[src/rtl/mem_port_arbiter.sv]
// mem_port_arbiter
// ----------------
// Shares the CPU's single unified memory port between the CPU datapath
// (requester 0: fetch and load/store) and the debug/loader port
// (requester 1). One request at a time is accepted in S_IDLE and latched.
// The latched request is then held on the memory for MEM_LATENCY cycles in
// S_ACCESS. Read data, or 0 for a write, is returned with a one-cycle rvalid
// pulse in S_RESP.
//
// Optional build macro: ARB_ROUND_ROBIN_EN
//   undefined : fixed priority, debug wins over CPU.
//   defined   : round robin. A tie goes to the requester that did not own
//               the previous transfer. The CPU wins the first tie after reset.
//
// Ports
//   clk, reset               clock, asynchronous active-high reset
//   cpu_req/we/addr/wdata    CPU request, held until cpu_gnt
//   cpu_gnt                  CPU request accepted (combinational, S_IDLE only)
//   cpu_rvalid/cpu_rdata     CPU completion pulse and read data
//   cpu_stall                hold the controller FSM while a CPU access is
//                            pending or in flight
//   dbg_req/we/addr/wdata    debug request, held until dbg_gnt
//   dbg_gnt                  debug request accepted
//   dbg_rvalid/dbg_rdata     debug completion pulse and read data
//   mem_en/we/addr/wdata     memory command (mem_we only in first access cycle)
//   mem_rdata                memory read data, valid MEM_LATENCY cycles after
//                            mem_en first rises
module mem_port_arbiter #(
  parameter int unsigned MEM_LATENCY = 2,
  parameter int unsigned AW          = 32,
  parameter int unsigned DW          = 32
) (
  input  logic          clk,
  input  logic          reset,
  input  logic          cpu_req,
  input  logic          cpu_we,
  input  logic [AW-1:0] cpu_addr,
  input  logic [DW-1:0] cpu_wdata,
  output logic          cpu_gnt,
  output logic          cpu_rvalid,
  output logic [DW-1:0] cpu_rdata,
  output logic          cpu_stall,
  input  logic          dbg_req,
  input  logic          dbg_we,
  input  logic [AW-1:0] dbg_addr,
  input  logic [DW-1:0] dbg_wdata,
  output logic          dbg_gnt,
  output logic          dbg_rvalid,
  output logic [DW-1:0] dbg_rdata,
  output logic          mem_en,
  output logic          mem_we,
  output logic [AW-1:0] mem_addr,
  output logic [DW-1:0] mem_wdata,
  input  logic [DW-1:0] mem_rdata
);

  localparam logic [1:0] S_IDLE   = 2'd0;
  localparam logic [1:0] S_ACCESS = 2'd1;
  localparam logic [1:0] S_RESP   = 2'd2;

  localparam logic OWN_CPU = 1'b0;
  localparam logic OWN_DBG = 1'b1;

  // Loaded on grant; the access ends when it reaches zero.
  localparam logic [3:0] CNT_INIT = 4'(MEM_LATENCY - 1);

  logic [1:0]    state_q, state_d;
  logic          owner_q, owner_d;
  logic [3:0]    cnt_q, cnt_d;
  logic          we_q, we_d;
  logic [AW-1:0] addr_q, addr_d;
  logic [DW-1:0] wdata_q, wdata_d;
  logic [DW-1:0] rdata_q, rdata_d;
  // Per-requester copies so a non-owner's rdata keeps its last value.
  logic [DW-1:0] cpu_hold_q, cpu_hold_d;
  logic [DW-1:0] dbg_hold_q, dbg_hold_d;

  logic win_dbg;
  logic in_idle;
  logic in_access;
  logic in_resp;

  assign in_idle   = (state_q == S_IDLE);
  assign in_access = (state_q == S_ACCESS);
  assign in_resp   = (state_q == S_RESP);

`ifdef ARB_ROUND_ROBIN_EN
  logic last_owner_q, last_owner_d;

  // Round-robin winner: on a tie, the requester that did not go last.
  always_comb begin
    if (cpu_req && dbg_req) begin
      win_dbg = (last_owner_q == OWN_CPU);
    end else begin
      win_dbg = dbg_req;
    end
  end

  // Remember who owned the transfer that is completing.
  always_comb begin
    if (in_resp) begin
      last_owner_d = owner_q;
    end else begin
      last_owner_d = last_owner_q;
    end
  end

  // last_owner register; DBG after reset so the CPU wins the first tie.
  always_ff @(posedge clk or posedge reset) begin
    if (reset) begin
      last_owner_q <= OWN_DBG;
    end else begin
      last_owner_q <= last_owner_d;
    end
  end
`else
  // Fixed priority: debug always beats the CPU.
  always_comb begin
    win_dbg = dbg_req;
  end
`endif

  // Next-state logic for the transfer FSM and its latches.
  always_comb begin
    state_d    = state_q;
    owner_d    = owner_q;
    cnt_d      = cnt_q;
    we_d       = we_q;
    addr_d     = addr_q;
    wdata_d    = wdata_q;
    rdata_d    = rdata_q;
    cpu_hold_d = cpu_hold_q;
    dbg_hold_d = dbg_hold_q;
    case (state_q)
      S_IDLE: begin
        if (cpu_req || dbg_req) begin
          owner_d = win_dbg ? OWN_DBG : OWN_CPU;
          we_d    = win_dbg ? dbg_we : cpu_we;
          addr_d  = win_dbg ? dbg_addr : cpu_addr;
          wdata_d = win_dbg ? dbg_wdata : cpu_wdata;
          cnt_d   = CNT_INIT;
          state_d = S_ACCESS;
        end else begin
          state_d = S_IDLE;
        end
      end
      S_ACCESS: begin
        if (cnt_q == 4'd0) begin
          rdata_d = we_q ? '0 : mem_rdata;
          state_d = S_RESP;
        end else begin
          cnt_d   = cnt_q - 4'd1;
          state_d = S_ACCESS;
        end
      end
      S_RESP: begin
        // The owner's copy takes the response so it persists afterwards.
        if (owner_q == OWN_CPU) begin
          cpu_hold_d = rdata_q;
        end else begin
          dbg_hold_d = rdata_q;
        end
        state_d = S_IDLE;
      end
      default: begin
        state_d = S_IDLE;
      end
    endcase
  end

  // State and datapath registers; reset aborts any transfer in flight.
  always_ff @(posedge clk or posedge reset) begin
    if (reset) begin
      state_q    <= S_IDLE;
      owner_q    <= OWN_CPU;
      cnt_q      <= 4'd0;
      we_q       <= 1'b0;
      addr_q     <= '0;
      wdata_q    <= '0;
      rdata_q    <= '0;
      cpu_hold_q <= '0;
      dbg_hold_q <= '0;
    end else begin
      state_q    <= state_d;
      owner_q    <= owner_d;
      cnt_q      <= cnt_d;
      we_q       <= we_d;
      addr_q     <= addr_d;
      wdata_q    <= wdata_d;
      rdata_q    <= rdata_d;
      cpu_hold_q <= cpu_hold_d;
      dbg_hold_q <= dbg_hold_d;
    end
  end

  // Grants are combinational from req; masked during reset so every output
  // is 0 while reset is high.
  assign cpu_gnt = ~reset & in_idle & cpu_req & ~win_dbg;
  assign dbg_gnt = ~reset & in_idle & dbg_req & win_dbg;

  assign cpu_rvalid = in_resp & (owner_q == OWN_CPU);
  assign dbg_rvalid = in_resp & (owner_q == OWN_DBG);
  assign cpu_rdata  = cpu_rvalid ? rdata_q : cpu_hold_q;
  assign dbg_rdata  = dbg_rvalid ? dbg_hold_q_or_rdata() : dbg_hold_q;

  function automatic logic [DW-1:0] dbg_hold_q_or_rdata();
    return rdata_q;
  endfunction

  // Stall drops in the rvalid cycle so the controller advances on that edge.
  assign cpu_stall = ~reset & ~cpu_rvalid &
                     (cpu_req | (~in_idle & (owner_q == OWN_CPU)));

  // The write strobe is limited to the first access cycle so each write
  // reaches memory exactly once.
  assign mem_en    = in_access;
  assign mem_we    = in_access & we_q & (cnt_q == CNT_INIT);
  assign mem_addr  = in_access ? addr_q : '0;
  assign mem_wdata = in_access ? wdata_q : '0;

endmodule

[config.mk]
export PLATFORM = sky130hd
export DESIGN_NAME = mem_port_arbiter
export DESIGN_NICKNAME = d
export VERILOG_FILES = /design/src/rtl/mem_port_arbiter.sv
export SDC_FILE = /design/constraint.sdc
export NUM_CORES = 1
export LEC_CHECK = 0
export CAP_MARGIN = 30
export CELL_PAD_IN_SITES_DETAIL_PLACEMENT = 0
export CELL_PAD_IN_SITES_GLOBAL_PLACEMENT = 2
export CORE_ASPECT_RATIO = 1.1
export CORE_MARGIN = 2
export CORE_UTILIZATION = 25
export CTS_CLUSTER_DIAMETER = 150
export DETAILED_ROUTE_END_ITERATION = 8
export GPL_TIMING_DRIVEN = 1
export PLACE_DENSITY_LB_ADDON = 0.25
export SLEW_MARGIN = 15
export SYNTH_ARGS = -nofsm -noshare
export SYNTH_HDL_FRONTEND = slang
export SYNTH_SLANG_ARGS = --single-unit
export TNS_END_PERCENT = 100
[constraint.sdc]
create_clock -name clk -period 8.4 [get_ports clk]
set_clock_uncertainty 0.15 [all_clocks]
set_input_delay 2.1 -clock clk [delete_from_list [all_inputs] [get_ports clk]]
set_output_delay 2.1 -clock clk [all_outputs]
set_load 0.005 [all_outputs]
# --- After elaboration in Yosys (flattened, before gate mapping) ---
# Cells that the tools add are included.
totals:
  register_bits: 168
  latchBits: 0
  ram_bits: 0
  mem_bits_ro: 0
  in_bits: 166
  out_inout_bits: 135
  elab_cells: 57
  n_memories: 0
op_classes:
  addsub: 1
  multipliers: 0
  div: 0
  magnitude_cmp: 0
  eq_ne: 5
  shifts: 0
  mux: 15
  bitwise_logic: 18
  n_reduce_logical: 9
ops:
  columns: ["op", "count"]
  rows:
  - ["32-bit two-way mux", 7]
  - ["1-bit AND", 12]
  - ["4-bit two-way mux", 2]
  - ["4-bit case mux with 2 select lines", 1]
  - ["2-bit AND reduction", 4]
  - ["1-bit inverter", 5]
  - ["4-bit by 1-bit equality test with 1-bit output, second input constant", 1]
  - ["4-bit zero test", 1]
  - ["2-bit case mux with 2 select lines", 1]
  - ["4-bit by 1-bit subtractor with 4-bit output, second input constant", 1]
  - ["1-bit two-way mux", 3]
  - ["3-bit AND reduction", 1]
  - ["2-bit by 1-bit equality test with 1-bit output, second input constant", 1]
  - ["2-bit equality test, second input constant", 1]
  - ["2-bit zero test", 1]
  - ["2-bit two-way mux", 1]
  - ["2-bit by 1-bit != test with 1-bit output, second input constant", 1]
  - ["2-bit != test, second input constant", 1]
  - ["2-bit nonzero test", 1]
  - ["1-bit logical OR", 1]
  - ["1-bit OR", 1]

# --- Longest topological paths before layout ---
logic_depth:
  depth_word: 5
  depth_mapped: 8
  ltp_nobuf: 5

# --- Least setup slack after synthesis ---
# OpenSTA, ideal clock, no wires.
synth_path:
  path_type: "input port to output port"
  startpoint: "in reset"
  endpoint: "out cpu_gnt"
  arrival_ps: 6203
  required_ps: 6150
  slack_ps: -53
  path_stages: 2
  path_buffers: 0
  cell_sequence: "inv_1 > and4b_1"
synth_via:
  elab_chain_len: 4
synth_rtl:
  columns: ["element", "line_no", "text"]
  rows:
  - ["start: declaration", "34", "input logic reset,"]
  - ["1-bit inverter", "198", "assign cpu_gnt = ~reset & in_idle & cpu_req & ~win_dbg;"]
  - ["1-bit AND (3 in a row)", "198", null]
  - ["end: declaration", "39", "output logic cpu_gnt,"]
# No other way between the ends.

# --- Worst setup path in the final report ---
layout_path:
  startpoint: "in cpu_req"
  endpoint: "out cpu_stall"
layout_via:
  elab_chain_len: 2
layout_rtl:
  columns: ["element", "line_no", "text"]
  rows:
  - ["start: declaration", "35", "input logic cpu_req,"]
  - ["1-bit OR", "212", "(cpu_req | (~in_idle & (owner_q == OWN_CPU)));"]
  - ["1-bit AND", "211", "assign cpu_stall = ~reset & ~cpu_rvalid &"]
  - ["end: declaration", "42", "output logic cpu_stall,"]
# No other way between the ends.

==> impl_metrics.tcl <==
set metrics [dict create \
    ios 301 \
    multiInputGateArea_mm2 0.00338 \
    hold_buffers 0 \
    syn_area_mm2 0.00783 \
    design_area_mm2 0.0119 \
    ys_ff_latch 168 \
    drc_errors 0 \
    pre_cts_ws_ns 2.69 \
    grt_pass1_vias 6305 \
    portBuffers 300 \
    place_hpwl_um 15500 \
    critPathLaunchType "primary input" \
    first_pass_iters 4 \
    path_cells "clkdlybuf4s50_1 > o21ai_0 > a21oi_1 > clkdlybuf4s50_1" \
    rsz0062_at_grt "no" \
    grt_pass1_wl_um 37100 \
    hold_depth 1 \
    clk_pin_slew_ns 0.08 \
    dpl-instance-area_mm2 0.0112 \
    ctsRootBufferMaster "clkbuf_16" \
    r2r-start "state_q[0]" \
    core_mm2 0.0307 \
    grt_max_degree 169 \
    drive_gt1_share_pct 18.1 \
    p_per_area_mw_per_mm2 358 \
    synthCells 647 \
    syn_nets 816 \
    worst_hold_path.endpoint "cpu_hold_q[20]" \
    clock_sinks 168 \
    layout_setup_ws_ns 2.71 \
    fmax_ghz 0.176 \
    yosysMostFrequentCell "dfrtp_1" \
    fin_cells 1353 \
    synth_top_flop_cell "dfrtp_1" \
    r2r_end "addr_q[5]" \
    ys_seq_area_share_pct 53.7 \
    cts_setup_buffers 0 \
    ctsResizeCount 0 \
    reg2reg_depth 5 \
    initial_core_util_pct 25.5 \
    synth_top_area_share_pct 53.7 \
    cp_common_cell "clkdlybuf4s50_1" \
    overflow 0 \
    drv_cap 0 \
    dp_cells 1321 \
    vias_per_cell 4.36 \
    r2r_slack_ns 5.87 \
    cp_max_fo 4 \
    fin_crit_sh_pct 67.7 \
    arrival_ns 3.44 \
    hold_viol 0 \
    end_kind "output port" \
    detail_route.wl_per_cell_um 17.3 \
    power_leakage_nw 5.05 \
    gp_congestion 0.704 \
    htreeDepth 4 \
    nets 1095 \
    die_x_um 173 \
    synthToLayoutAreaGrowth_pct 51.6 \
    final_max_slew_viol_count 0 \
    fp-row-count 67 \
    n_antenna_cell 0 \
    die_h_um 190 \
    fin_util_pct 38.7 \
    clk_latency_ns 0.43 \
    maxSlewHeadroom_pct 23.2 \
    dieArea_mm2 0.0328 \
    ys_warn_count 0 \
    fillers 3086 \
    worst_slew_pin_slew_ns 1.15 \
    grt_antenna_before_repair 1 \
    cp_slowest_cell "clkdlybuf4s50_1" \
    setup_viol 0 \
    clk_path_buf_depth 2 \
    cts_made_buffers 17 \
    path_class "primary input to output port" \
    ant_nets 0 \
    hold_class "flip-flop to flip-flop" \
    cp.required_ns 6.15 \
    yosys-top-cells-count "dfrtp_1 (168), a21oi_1 (103), mux2_2 (88)" \
    synth_area_leader_cell "dfrtp_1" \
    tritoncts "yes" \
    post-route-min-period_ns 5.69 \
    seq_area_mm2 0.00420 \
    slowest_delay_ns 0.57 \
    initialDrtViolationCount 244 \
    synthArstFlopShare_pct 100 \
    irDropWorstVdd_mv 0.189 \
    synth-edff-count 0 \
    status "finished clean" \
    min-delay-start "cpu_hold_q[20]" \
    fin_setup_tns_ns 0 \
    syn_avg_cell_area_um2 12.1 \
    vias 5903 \
    ys_top_cells_by_area "dfrtp_1 (54%), mux2_2 (13%), mux2i_1 (8.3%), a21oi_1 (6.6%), and2_1 (5.2%)" \
    wl_um 23400 \
    ys_types 34 \
    track_usage_pct 14.5 \
]
[power breakdown]
part           total, mW  switching, mW  internal [mW]
clock              0.813          0.404          0.409
sequential          1.35          0.162           1.19
combinational       2.09          0.889           1.20
total               4.25           1.45           2.80
[cell usage in the layout, fill, tap and decap left out, types with 3 or more instances in the layout]
cell type        count
clkdlybuf4s50_1    299
dfrtp_1            168
a21oi_1            103
mux2_2              88
mux2i_1             65
and2_1              64
nor2b_1             32
a21oi_2             30
clkbuf_16           17
mux2_1               8
buf_4                8
clkinv_8             6
inv_1                5
nand2b_1             4
ha_1                 3
[worst max-delay path: cells and delay by family]
family	cells	cell delay [ns]
buf+inv	2	1.08
compound gates	2	0.25
[layout make-up]
cell class,instances,area share [%]
well taps,414,4.36
flip-flops and latches,168,35.4
repair buffers,310,26.3
clock inverters,15,1.64
multi-input cells,422,28.4
inverters,7,0.253
clock buffers,17,3.58
[layer usage]
metal	wire length (µm)	track usage, %
met1	10300	18.1
met2	11000	23.5
met3	1820	5.28
met4	346	4.34
met5	16	0
[sequential cells by signal, summed over array words and instances (netlist names)]
name	cells
addr_q	32
cpu_hold_q	32
dbg_hold_q	32
rdata_q	32
wdata_q	32
cnt_q	4
state_q	2
owner_q	1
we_q	1
[through the flow]
stage | hold slack [ns] | power, mW
finish | 0.343 | 4.25
global route | 0.361 | 4.59
CTS | 0.346 | 4.35
detailed placement | 0.320 | 3.50
global placement | 0.320 | 3.47
floorplan | 0.326 | 2.33
[how the worst max path moves through the flow]
stage,from,to,cells past startpoint
finish,cpu_req,cpu_stall,4
global route,cpu_req,cpu_stall,4
CTS,cpu_req,cpu_stall,4
detailed placement,cpu_req,cpu_stall,4
global placement,cpu_req,cpu_stall,4
floorplan,reset,cpu_gnt,2
[cell families after synthesis]
kind of cell	synth area share, %
DFF	53.7
muxes	22.1
buffers and inverters	3.40
adders and majority gates	0.479
AOI/OAI and AO/OA	10.7
and+or+nand+nor	9.57
(Power assumes the default switching activity.)
